## config.mk

```make
export PLATFORM = sky130hd
export DESIGN_NAME = clock_group_reset_sequencer
export DESIGN_NICKNAME = d
export VERILOG_FILES = /design/src/rtl/clock_group_reset_sequencer.sv
export SDC_FILE = /design/constraint.sdc
export NUM_CORES = 1
export LEC_CHECK = 0
export CELL_PAD_IN_SITES_DETAIL_PLACEMENT = 2
export CELL_PAD_IN_SITES_GLOBAL_PLACEMENT = 2
export CORE_ASPECT_RATIO = 1.2
export CORE_MARGIN = 2
export CORE_UTILIZATION = 33
export CTS_BUF_LIST = sky130_fd_sc_hd__clkbuf_4
export DETAILED_ROUTE_END_ITERATION = 10
export MAX_ROUTING_LAYER = met4
export PLACE_DENSITY = 0.75
export SYNTH_ARGS = -nofsm -noshare
export SYNTH_HDL_FRONTEND = slang
export SYNTH_SLANG_ARGS = --single-unit
```

## constraint.sdc

```tcl
create_clock -name clock -period 3.4 [get_ports clock]
set_input_delay 0.68 -clock clock [delete_from_list [all_inputs] [get_ports clock]]
set_output_delay 0.68 -clock clock [all_outputs]
set_load 0.05 [all_outputs]
```

## src/rtl/clock_group_reset_sequencer.sv

```systemverilog
// Sequences reset and clock enable for one clock-group domain: power-on release plus a software-driven quiesce/reset.
// Latency: release at edge SYNC_STAGES+HOLD_CYCLES+1; soft reset is QUIESCE (<= timeout) plus HOLD_CYCLES; no backpressure, requests outside RUN are dropped.
module clock_group_reset_sequencer #(
    parameter int SYNC_STAGES     = 3,
    parameter int HOLD_CYCLES     = 16,
    parameter int QUIESCE_TIMEOUT = 255
) (
    input  logic       clock,
    input  logic       reset,
    input  logic       sw_rst_req,
    input  logic       domain_idle,
    output logic       out_reset,
    output logic       out_clock_en,
    output logic       ready,
    output logic       sw_rst_ack,
    output logic [7:0] sw_rst_count
);

    typedef enum logic [2:0] {
        ASSERT,
        HOLD,
        RUN,
        QUIESCE,
        SW_HOLD
    } state_t;

    localparam logic [7:0] HOLD_LD = 8'(HOLD_CYCLES);
    localparam logic [7:0] QTO_LD  = 8'(QUIESCE_TIMEOUT);

    logic [SYNC_STAGES-1:0] sync_q;
    logic                   sync_rst;
    state_t                 state_q, state_d;
    logic [7:0]             cnt_q, cnt_d;
    logic [7:0]             count_q, count_d;
    logic                   req_d_q;
    logic                   out_reset_q, out_clock_en_q, ready_q, ack_q;
    logic                   sw_done;

    assign sync_rst = sync_q[SYNC_STAGES-1];

    always_comb begin
        state_d = state_q;
        cnt_d   = cnt_q;
        sw_done = 1'b0;
        case (state_q)
            ASSERT: begin
                if (!sync_rst) begin
                    state_d = HOLD;
                    cnt_d   = HOLD_LD;
                end
            end
            HOLD: begin
                if (cnt_q <= 8'd1) begin
                    state_d = RUN;
                    cnt_d   = 8'd0;
                end else begin
                    cnt_d = cnt_q - 8'd1;
                end
            end
            RUN: begin
                // Only a fresh rising edge starts a sequence; a level held past the ack does not.
                if (sw_rst_req && !req_d_q) begin
                    state_d = QUIESCE;
                    cnt_d   = QTO_LD;
                end
            end
            QUIESCE: begin
                if (domain_idle || cnt_q <= 8'd1) begin
                    state_d = SW_HOLD;
                    cnt_d   = HOLD_LD;
                end else begin
                    cnt_d = cnt_q - 8'd1;
                end
            end
            SW_HOLD: begin
                if (cnt_q <= 8'd1) begin
                    state_d = RUN;
                    cnt_d   = 8'd0;
                    sw_done = 1'b1;
                end else begin
                    cnt_d = cnt_q - 8'd1;
                end
            end
            default: begin
                state_d = ASSERT;
                cnt_d   = 8'd0;
            end
        endcase
        count_d = (sw_done && count_q != 8'hFF) ? count_q + 8'd1 : count_q;
    end

    always_ff @(posedge clock or posedge reset) begin
        if (reset) begin
            sync_q         <= '1;
            state_q        <= ASSERT;
            cnt_q          <= 8'd0;
            count_q        <= 8'd0;
            req_d_q        <= 1'b0;
            out_reset_q    <= 1'b1;
            out_clock_en_q <= 1'b0;
            ready_q        <= 1'b0;
            ack_q          <= 1'b0;
        end else begin
            sync_q         <= {sync_q[SYNC_STAGES-2:0], 1'b0};
            state_q        <= state_d;
            cnt_q          <= cnt_d;
            count_q        <= count_d;
            req_d_q        <= sw_rst_req;
            // Outputs are registered from the next state so they line up with the state register.
            out_reset_q    <= (state_d != RUN) && (state_d != QUIESCE);
            out_clock_en_q <= (state_d != ASSERT);
            ready_q        <= (state_d == RUN);
            ack_q          <= sw_done;
        end
    end

    assign out_reset    = out_reset_q;
    assign out_clock_en = out_clock_en_q;
    assign ready        = ready_q;
    assign sw_rst_ack   = ack_q;
    assign sw_rst_count = count_q;

endmodule

```

==> results of run 1 <==
worst reg2reg max path, delay by kind of cell, from the launching register on:
| kind | cells | cell delay, ns |
|---|---|---|
| DFF | 1 | 0.60 |
| and+or+nand+nor | 3 | 1.38 |
| muxes | 1 | 0.34 |
metrics by stage:
stage / instances / power, uW / cell area (sq um)
3_5_place_dp: 209 / 1216 / 1645
3_3_place_gp: 209 / 1171 / 1645
4_1_cts: 213 / 1381 / 1675
2_1_floorplan: 142 / 1000 / 1430
6_report: 213 / 1356 / 1675
5_1_grt: 213 / 1479 / 1675
layout by cell type (no fill, tap or decap), drive strengths merged, types with 2 or more instances in the layout:
cell,synthesis,routed
nor3,8,8
nand3b,2,2
xor2,8,8
ha,3,3
o21ai,5,5
a22o,7,7
o31ai,6,6
a21oi,3,3
or2,3,3
nor4,4,4
dfrtp,23,23
nor2b,3,3
dfstp,4,4
and4,2,2
clkbuf,6,3
and2,2,2
a31oi,2,2
buf,1,3
o22a,2,2
inv,6,6
o41ai,3,3
nand2,5,5
nor3b,3,3
nor2,12,12
or4,2,2
clkdlybuf4s50,0,15
nand3,4,4
path summary, 6_finish.rpt:
| path | start | endpoint | slack [ns] | depth (start not counted) |
|---|---|---|---|---|
| max in group asynchronous | reset | sync_q[0] | 1.80 | 3 |
| worst max-delay path | state_q[2] | sw_rst_count[1] | 0.99 | 4 |
| min in group asynchronous | reset | sw_rst_count[7] | 0.89 | 2 |
| worst min register to register | sync_q[0] | sync_q[1] | 0.37 | 0 |
| worst max register to register | state_q[2] | sw_rst_count[1] | 0.99 | 4 |
| worst min-delay path | sync_q[0] | sync_q[1] | 0.37 | 0 |
cell type report:
cell class	count	area [sq um]	share of cell area, %
Multi-Input combinational cell	102	699.4	41.75
Sequential cell	27	680.7	40.63
Timing Repair Buffer	18	172.7	10.31
Tap cell	56	70.07	4.182
Clock buffer	3	22.52	1.344
Inverter	6	22.52	1.344
Clock inverter	1	7.507	0.4481
state kept, by name (all words and copies together), names as in the netlist:
register and flops:
sw_rst_count 8, state_q 3, ready 1, sw_rst_ack 1
req_d_q 1, out_reset 1, cnt_q 8, sync_q 3
out_clock_en 1
power groups by stage:
stage                     clock network [uW]  registers, uW  logic, uW
after global placement                     0            514        657
after floorplan                            0            534        466
final                                    154            517        686
after global routing                     176            534        769
after CTS                                164            519        697
after detailed placement                   0            526        690
metal layers:
layer,share of wire (%),vias up,track usage (%)
met3,1.7,5,2.216
met2,51,16,29.06
li1,-,550,-
met4,1.3,0,5.106
met1,46,603,23.72
met5,0,-,-
logic make-up (layout without fill, tap and decap cells):
family / count (synthesis) / count (layout) / share of synthesized area [%]
AND/OR/NAND/NOR: 53 / 53 / 21.44
AO/OA/AOI/OAI: 36 / 36 / 18.90
flip-flops: 27 / 27 / 47.59
buffers and inverters: 13 / 28 / 3.499
XOR/XNOR: 8 / 8 / 4.900
adder cells (fa/ha/maj): 3 / 3 / 2.625
other: 1 / 1 / 0.2622
multiplexers: 1 / 1 / 0.7873
==> metrics, run 1 <==
ys async rst share 100.0%; fin worst setup slack approximately 0.99 ns; max capacitance violation total 0; syn_area_per_cell 10.07 sq um; TritonCTS Sinks 27; top cells by count, synth dfrtp_1 (23), nor2_1 (12), nor3_1 (8), xor2_1 (8), a22o_1 (7); Hold Vio Cnt, Final 0; #FFs+latches synth 27; gr usage total 17.98%; Core Rows 26; slowest CP cell or4_1; CP endpoint kind flop; worst vdd ir 0.3146 mV; initial antenna violation count 0; clock buffer count from CTS 3; Final period util a little under three quarters; Seq/Total Area, Yosys 47.59%; Static Leak 0.0007300 uW; Worst-Margin Slew 1.053 ns; top-count cell post-synth dfrtp_1; clock buffer depth 2; fin nets between 150 and 200; slew margin rel. 29.75%; HP Class reg -> reg; worst path arrival time between 2 and 3 ns; Post-CTS Setup Bufs 0; Gate power share 50.5%; Ys Warns 0; clock period minus worst slack 2.409 ns; clock-pin slew on the worst setup and hold paths 0.16 ns; Synth top area share 40.24%; NetSw 622.3 uW; clock skew between 0.002 and 0.0025 ns; global-route wire length before repair 6.741 mm; syn_nets ~150; via count 1174; fin. max-slew vios 0; Post-synth EDFFs 0; CP required between 3 and 4 ns; Synth Instances 142; Worst path top cell family by delay simple AND/OR/NAND/NOR gates; input/output buffers 15; placer congestion estimate 0.8315; largest net degree at the start of global routing 27; 1st-pass router iterations 4; Sw Ratio 45.88%; starting density of the core 34.08%; remaining antenna violation count 0; CTS tree yes; root buffer cell clkbuf_4; power density cells 809.7 mW/mm^2; Post-Syn Area 0.001430 sq mm; TNS Setup 0 ns; Clock power frac 11.3%; 1st-iter DRT viols 38; # setup viols final 0; CP Launch Type flop; share of final-layout standard cells stronger than drive strength 1 11.46%; Fin Hold WS roughly 0.37 ns; largest area contributor in the synthesized netlist dfrtp_1; distinct cell type count after synthesis 42; H-tree depth 1; number of global-route vias before repair 1305; die width between 60 and 70 um; post-detail-place hpwl approximately 2.9 mm; Core Area 0.004197 sq mm; Area Growth Syn to Fin 17.15%; global route overflow 0; Crit Path Class reg -> reg; CP max stage delay 0.70 ns; final wirelength 3.886 mm; crit path cell chain or3b_1, or4_1, nor2_1, mux2_1; FMAX 415.2 MHz; Max FO, Critical Path 13; I/O pin total 16; Post-Place Setup Slack 0.9701 ns; DIE AREA between 0.004 and 0.005 sq mm; status finished, final reports clean; sequential share of power a little under two fifths; final core occ 39.92%; DR DRC count 0; RSZ-0062 raised after global routing no; post-cts sizing count 0; top cells by area, synth dfrtp_1 (40%), dfstp_2 (7.3%), xor2_1 (4.9%), a22o_1 (4.3%), nor2_1 (3.1%); Antenna Cells 0; wire per inst approximately 18 um; internal power 734.1 uW; Synth Flop Type dfrtp_1; hold_buf cts 0; Die Y 76.12 um; FILL cells 445; Buf+Inv Stages, Crit Path 0; number of vias per cell 5.512; Worst-Skew Late Latency 0.34 ns
Note: power is estimated with default switching activity, not from simulation.
==> inputs of run 2 (changes only) <==
==> constraint.sdc (replaced) <==
create_clock -name clock -period 2.5 [get_ports clock]
set_input_delay 0.5 -clock clock [delete_from_list [all_inputs] [get_ports clock]]
set_output_delay 0.5 -clock clock [all_outputs]
set_load 0.05 [all_outputs]
==> metrics, run 2 (same netlist as run 1, synthesis figures left out) <==
clock buffer depth 2 (unchanged); global route overflow 0 (unchanged); Worst Min Path Start sync_q[0]; Crit Path Class reg -> reg; Power Total 1939 uW (+43%); CP endpoint kind flop; die width 64.10 um (unchanged); Fin Hold WS 0.3680 ns (-0.004414 ns); fin nets 172 (+4.2%); CP required 2.75 ns (-0.90 ns); fin. max-slew vios 0 (unchanged); root buffer cell clkbuf_4; Sw Ratio 45.49% (-0.39 points); Cells after DPL 216 (+3.3%); internal power 1057 uW (+44%); reg2reg path depth 4 (unchanged); sequential share of power 32.4% (-5.7 points); 1st-iter DRT viols 63 (+66%); Critical R2R Capture sw_rst_count[1]; max capacitance violation total 0 (unchanged); starting density of the core 34.08% (unchanged); largest net degree at the start of global routing 17 (-37%); global-route wire length before repair 7.203 mm (+6.9%); worst vdd ir 0.3915 mV (+24%); CTS tree yes; worst path arrival time 2.54 ns (-0.12 ns); power density cells 1122 mW/mm^2 (+39%); number of vias per cell 5.559 (+0.86%); Antenna Cells 0 (unchanged); Hold Vio Cnt, Final 0 (unchanged); I/O pin total 16 (unchanged); status finished, final reports clean; initial antenna violation count 0 (unchanged); Max FO, Critical Path 8 (-5); final wirelength 4.253 mm (+9.4%); Setup crit start cnt_q[3]; Final period util 91.58% (+21 points); FILL cells 467 (+4.9%); TNS Setup 0 ns (unchanged); Worst-Margin Slew 0.5186 ns (-0.5341 ns); post-detail-place hpwl 3.217 mm (+12%); commonest non-fill, non-tap cells in the layout dfrtp_1 (23), clkdlybuf4s50_1 (15), nor2_1 (12); Static Leak 0.0007656 uW (+4.9%); DR DRC count 0 (unchanged); Clock power frac 10.7% (-0.6 points); HP Class reg -> reg; gr usage total 19.49% (+1.5 points); crit path to sw_rst_count[1]; post-cts sizing count 0 (unchanged); input/output buffers 15 (unchanged); # setup viols final 0 (unchanged); Core Rows 26 (unchanged); FF-to-FF setup slack 0.21 ns (-0.78 ns); FMAX 436.8 MHz (+5.2%); TritonCTS Sinks 27 (unchanged); clock buffer count from CTS 3 (unchanged); Worst R2R Start cnt_q[3]; Gate power share 56.9% (+6.4 points); 1st-pass router iterations 4 (unchanged); via count 1223 (+4.2%); hold_buf cts 0 (unchanged); share of final-layout standard cells stronger than drive strength 1 15.24% (+3.8 points); Worst-Skew Late Latency 0.34 ns (about the same); Area Growth Syn to Fin 20.82%; Post-CTS Setup Bufs 0 (unchanged); wire per inst 19.33 um (+6.0%); Die Y 76.12 um (unchanged); Finished Layout Cells 220 (+3.3%); remaining antenna violation count 0 (unchanged); placer congestion estimate 0.8305 (-0.12%); commonest non-fill, non-tap cell in the layout dfrtp_1; DIE AREA 0.004879 sq mm (unchanged); H-tree depth 1 (unchanged); slew margin rel. 65.32% (+36 points); RSZ-0062 raised after global routing no; clock skew 0.004868 ns (+0.002752 ns); Core Area 0.004197 sq mm (unchanged); NetSw 881.8 uW (+42%); clock-pin slew on the worst setup and hold paths 0.16 ns (about the same); number of global-route vias before repair 1323 (+1.4%); clock period minus worst slack 2.289 ns (-0.1191 ns); CP Launch Type flop
==> run 2: cell types whose count changed in the layout (fill, tap and decap cells not counted), sizes merged <==
cell | before | now
buf | 3 | 10
==> run 2: final cells by class <==
class	instances	area, sq um	area share [%]
Inverter	6	22.52	1.303
Timing Repair Buffer	25	225.2	13.03
Clock inverter	1	7.507	0.4345
Multi-Input combinational cell	102	699.4	40.48
Clock buffer	3	22.52	1.303
Sequential cell	27	680.7	39.39
Tap cell	56	70.07	4.055
==> run 2: worst max-delay path: stages, from the launching register on <==
cell     delay [ns]
dfrtp_1        0.48
or4_4          0.56
or4_1          0.58
nor2_1         0.24
mux2_1         0.33
==> run 2: per-stage QoR <==
stage / setup slack [ns] / utilization [%] / cell area [sq um]
floorplan: 0.3813 / - / 1430
global placement: 0.2609 / 40.46 / 1698
detailed placement: 0.2208 / 40.46 / 1698
CTS: 0.2100 / 41.17 / 1728
global route: 0.1207 / 41.17 / 1728
finish: 0.2106 / 41.17 / 1728
==> run 2: per-layer routing <==
| metal | vias up | global-route usage (%) | part of all wire (%) |
|---|---|---|---|
| met5 | - | - | 0 |
| met4 | 0 | 5.745 | 0.99 |
| met3 | 4 | 1.920 | 1.6 |
| met2 | 11 | 32.40 | 53 |
| met1 | 643 | 25.17 | 44 |
| li1 | 565 | - | - |
==> run 2: worst min-delay path by stage <==
stage / cells after the start / slack [ns] / endpoint
after floorplan: 0 / 0.35 / sync_q[1]
after global placement: 0 / 0.35 / sync_q[1]
after detailed placement: 0 / 0.35 / sync_q[1]
after CTS: 0 / 0.37 / sync_q[1]
after global routing: 0 / 0.37 / sync_q[1]
final: 0 / 0.37 / sync_q[1]
==> run 2: power groups by stage <==
| stage | clock network (uW) | logic [uW] | registers (uW) |
|---|---|---|---|
| floorplan | 0 | 634 | 726 |
| global placement | 0 | 1040 | 626 |
| detailed placement | 0 | 1100 | 639 |
| CTS | 220 | 1110 | 630 |
| global route | 239 | 1210 | 646 |
| finish | 207 | 1100 | 629 |
